## config.mk

```make
export PLATFORM = sky130hd
export DESIGN_NAME = instruction_fetch
export DESIGN_NICKNAME = d
export VERILOG_FILES = /design/src/rtl/instruction_fetch.sv
export SDC_FILE = /design/constraint.sdc
export NUM_CORES = 1
export LEC_CHECK = 0
export BUFFER_PORTS_ARGS = -buffer_cell sky130_fd_sc_hd__buf_4
export CAP_MARGIN = 20
export CORE_ASPECT_RATIO = 0.7
export CORE_MARGIN = 2
export CORE_UTILIZATION = 46
export DETAILED_ROUTE_END_ITERATION = 6
export MAX_ROUTING_LAYER = met4
export PLACE_DENSITY = 0.7
export SLEW_MARGIN = 0
export SYNTH_ARGS = -nofsm -noshare
export SYNTH_HDL_FRONTEND = slang
export SYNTH_SLANG_ARGS = --single-unit
```

## constraint.sdc

```tcl
create_clock -name clk -period 6.2 [get_ports clk]
set_input_delay 0.31 -clock clk [delete_from_list [all_inputs] [get_ports clk]]
set_output_delay 0.31 -clock clk [all_outputs]
set_load 0.02 [all_outputs]
```

## src/rtl/instruction_fetch.sv

```systemverilog
// instruction_fetch: PC register, single-outstanding memory reads, and a 2-entry {pc, instruction} FIFO that feeds decode
module instruction_fetch #(
  parameter int BUS_DATA_WIDTH = 64,
  parameter logic [BUS_DATA_WIDTH-1:0] RESET_PC = '0
) (
  input  logic                      clk,
  input  logic                      reset_n,
  input  logic                      stall,
  input  logic                      redirect,
  input  logic [BUS_DATA_WIDTH-1:0] redirect_pc,
  output logic                      mem_req,
  output logic [BUS_DATA_WIDTH-1:0] mem_addr,
  input  logic                      mem_gnt,
  input  logic                      mem_rvalid,
  input  logic [BUS_DATA_WIDTH-1:0] mem_rdata,
  output logic [BUS_DATA_WIDTH-1:0] pc,
  output logic [31:0]               outIns,
  output logic                      decode_en
);
  localparam int W = BUS_DATA_WIDTH;
  typedef enum logic [1:0] {REQ, WAIT, DRAIN} state_t;
  state_t state, nextState;
  logic [W-1:0] fetchPc;
  logic [W-1:0] pcMem [2];
  logic [31:0] insMem [2];
  logic wrPtr, rdPtr;
  logic [1:0] count;
  logic empty, push, granted;
  logic [31:0] fetchedIns;
  // State register; a redirect during reset-free operation is handled by nextState
  always_ff @(posedge clk or negedge reset_n)
    if (!reset_n) state <= REQ;
    else state <= nextState;
  // Next state: a redirect turns any in-flight or just-granted read into a drained one
  always_comb begin
    nextState = state == REQ ? (granted ? (redirect ? DRAIN : WAIT) : REQ) :
                mem_rvalid ? REQ :
                (state == WAIT && !redirect) ? WAIT : DRAIN;
  end
  // Outputs: in REQ nothing is outstanding, so the issue rule reduces to a non-full FIFO
  always_comb begin
    empty      = count == 2'd0;
    mem_req    = reset_n && state == REQ && count < 2'd2;
    mem_addr   = fetchPc & ~W'(7);
    granted    = mem_req && mem_gnt;
    fetchedIns = fetchPc[2] ? mem_rdata[32 +: 32] : mem_rdata[0 +: 32];
    push       = state == WAIT && mem_rvalid && !redirect;
    decode_en  = !empty && !stall && !redirect;
    pc         = empty ? '0 : pcMem[rdPtr];
    outIns     = empty ? '0 : insMem[rdPtr];
  end
  // Fetch PC: redirect wins over the sequential advance on a delivered beat
  always_ff @(posedge clk or negedge reset_n)
    if (!reset_n) fetchPc <= RESET_PC;
    else if (redirect) fetchPc <= redirect_pc & ~W'(3);
    else if (push) fetchPc <= fetchPc + W'(4);
  // FIFO bookkeeping: redirect flushes, push and pop together leave count unchanged
  always_ff @(posedge clk or negedge reset_n)
    if (!reset_n) begin
      wrPtr <= 1'b0;
      rdPtr <= 1'b0;
      count <= 2'd0;
    end else if (redirect) begin
      wrPtr <= 1'b0;
      rdPtr <= 1'b0;
      count <= 2'd0;
    end else begin
      wrPtr <= wrPtr ^ push;
      rdPtr <= rdPtr ^ decode_en;
      count <= count + {1'b0, push} - {1'b0, decode_en};
    end
  // FIFO storage; contents are masked by the empty check so no reset is needed
  always_ff @(posedge clk)
    if (push) begin
      pcMem[wrPtr]  <= fetchPc;
      insMem[wrPtr] <= fetchedIns;
    end
  noPushWhenFull: assert property (@(posedge clk) disable iff (!reset_n) !(push && count == 2'd2));
  noRvalidInReq: assert property (@(posedge clk) disable iff (!reset_n) !(state == REQ && mem_rvalid));
endmodule

```

==> impl_metrics.ini <==
[placement]
gpl.final_weighted_congestion = 0.8473
port_buffers = 288
placed_area_mm2 = 0.01404
dpl.hpwl_um = 20440

[power_and_ir_drop]
ir_drop_mv = 0.1894
p_per_area_mw_per_mm2 = 265.7
total_power_mw = 4.055
p_leak_nw = 5.790

[synth]
ys_ff_latch = 256
yosysSeqAreaShare = 0.6105
syn_area_mm2 = 0.01203
synth_cell_types = 51
synthArstFlopShare = 0.2656
yosys_warnings = 0
avgSynthCellArea_um2 = 12.25
synthCells = 982
synth_edf_count = 188
synthFlopType = edfxtp_1

[critical_path]
crit_type = reg -> reg
crit_family = simple AND/OR/NAND/NOR gates
critPathBufInv = 1
start_kind = flop
path_max_fanout = 38
crit_chain = ha_1 -> inv_1 -> or4_2 -> nand4b_1 -> or4b_2 -> nand3_1
arrival_ps = 4140
cp-end-kind = flop
worstPathRequired_ps = 6670
cpPeakStageDelay_ps = 920
critical_path.slowest_cell = dfrtp_2

[cells_and_area]
utilization = 0.5940
final_area_mm2 = 0.01526
mostFrequentLayoutCells = buf_4, edfxtp_1, nor2_1
syn_to_final_growth_pct = 26.80
final_nets = 1373
layout_commonest_cell = buf_4
layout-drive-gt1-share = 0.3084

[sta]
finalCritPeriodShare = 0.5923
finalSetupTns_ps = 0
max_freq_mhz = 272.3
period_needed_ps = 3672
hold_slack_ps = 12.88
rsz0062_at_grt = no
setup_viol = 0
hold_viol = 0
finClkSkew_ps = 10.28
drv_slew = 0
max_slew.worst_pin.slew_ps = 1053
slew_headroom = 0.2981

[global_routing]
grt_max_degree = 72
grt_usage = 0.2234
grt_pass1_vias = 8092
overflow = 0
grt_pass1_wl_um = 46180
antenna_found_initial = 2

[flow_run]
cap_violations = 0

[die]
design.core.area_mm2 = 0.02569
die_w_um = 197.3
ioPinCount = 296
die_y_um = 139.3
die_area_mm2 = 0.02749
num_rows = 49
initial_core_util = 0.4685

[clock_tree]
cts_tree = done
post_cts_buffers = 0
cts_resized = 0
hold_buffers = 38
numCtsBuffers = 27
numClockSinks = 256
cts_root_buf = clkbuf_16
path_clk_slew_ps = 60
clockBufferDepth = 3
h-tree-depth = 1
clk_latency_ps = 530

[hold_path]
hold_path_class = in -> reg

[detailed_routing]
dr.pass1.iters = 5
num_vias = 8535
viasPerCell = 5.378
post_drt_wl_per_cell_um = 19.20
ant_nets = 0
drc = 0
drtIter0Drc = 558
wl_um = 30470

[outcome]
status = completed
## routing by layer
metal / part of all wire / global-route usage / vias up
li1: - / - / 4031
met1: 0.47 / 0.3272 / 4103
met2: 0.44 / 0.3278 / 362
met3: 0.076 / 0.03926 / 39
met4: 0.017 / 0.04630 / 0
met5: 0 / - / -
## synthesized netlist by cell type, types with 18 or more instances
| library cell | instances | area, µm² |
|---|---|---|
| nor3_1 | 18 | 90.09 |
| edfxtp_1 | 188 | 5645 |
| mux2_2 | 35 | 394.1 |
| nand3_1 | 34 | 170.2 |
| clkbuf_1 | 31 | 116.4 |
| buf_4 | 66 | 495.5 |
| nor2_1 | 123 | 461.7 |
| o21ai_0 | 43 | 215.2 |
| nand4_1 | 30 | 187.7 |
| xnor2_1 | 19 | 166.4 |
| mux2i_1 | 101 | 1011 |
| nand2_1 | 61 | 229.0 |
| buf_1 | 18 | 67.56 |
| dfrtp_1 | 68 | 1702 |
| xor2_1 | 22 | 192.7 |
## worst paths after layout
path,cells past startpoint,startpoint,to,slack [ps]
worst min register to register,0,fetchPc[52]$_DFFE_PN0N_,pcMem[0][52]$_DFFE_PP_,570
worst max register to register,6,fetchPc[2]$_DFFE_PN0N_,fetchPc[46]$_DFFE_PN0N_,2530
max in group asynchronous,3,reset_n,fetchPc[2]$_DFFE_PN0N_,5010
min in group asynchronous,2,reset_n,fetchPc[61]$_DFFE_PN0N_,300
worst max-delay path,6,fetchPc[2]$_DFFE_PN0N_,fetchPc[46]$_DFFE_PN0N_,2530
worst min-delay path,3,redirect_pc[12],fetchPc[12]$_DFFE_PN0N_,10
## metrics by stage
step	setup WS [ps]	instances
after floorplan	2506	986
after global placement	2612	1498
after detailed placement	2523	1498
after CTS	2491	1586
after global routing	2319	1587
final	2528	1587
## layout make-up
type	count	area, µm²
tap	331	414.1
clock inverter	12	90.09
fill	2092	10430
antenna	1	2.502
sequential	256	7352
clock buffer	38	747.0
multi-input combinational	604	4006
inverter	10	37.54
timing repair buffer	335	2610
## state kept, by name, indices dropped and copies added, names as in the netlist
register / cells
pcMem: 124
insMem: 64
wrPtr: 1
fetchPc: 62
count: 2
rdPtr: 1
state: 2
## cells by family (layout without fill, tap and decap cells)
kind of cell    Yosys count  after routing  share of synthesized area
compound gates           74             74                    0.03566
flops                   256            256                     0.6105
simple gates            343            343                     0.1412
xor+xnor                 41             41                    0.02984
other cells               1              6                  0.0003116
buf+inv                 126            395                    0.06051
fa+ha+maj                 5              5                   0.005199
mux                     136            136                     0.1168
## worst min-delay path, cell delays in order
cell and delay (ps):
buf_4 80, nand2_1 40, o21ai_0 70
## report_power, final
group          internal, mW  total (mW)  switching, mW
Sequential             1.91        2.03          0.117
Clock                 0.880        1.52          0.643
Combinational         0.243       0.501          0.258
Total                  3.04        4.06           1.02
No activity file was read; power rests on OpenSTA's default activity.
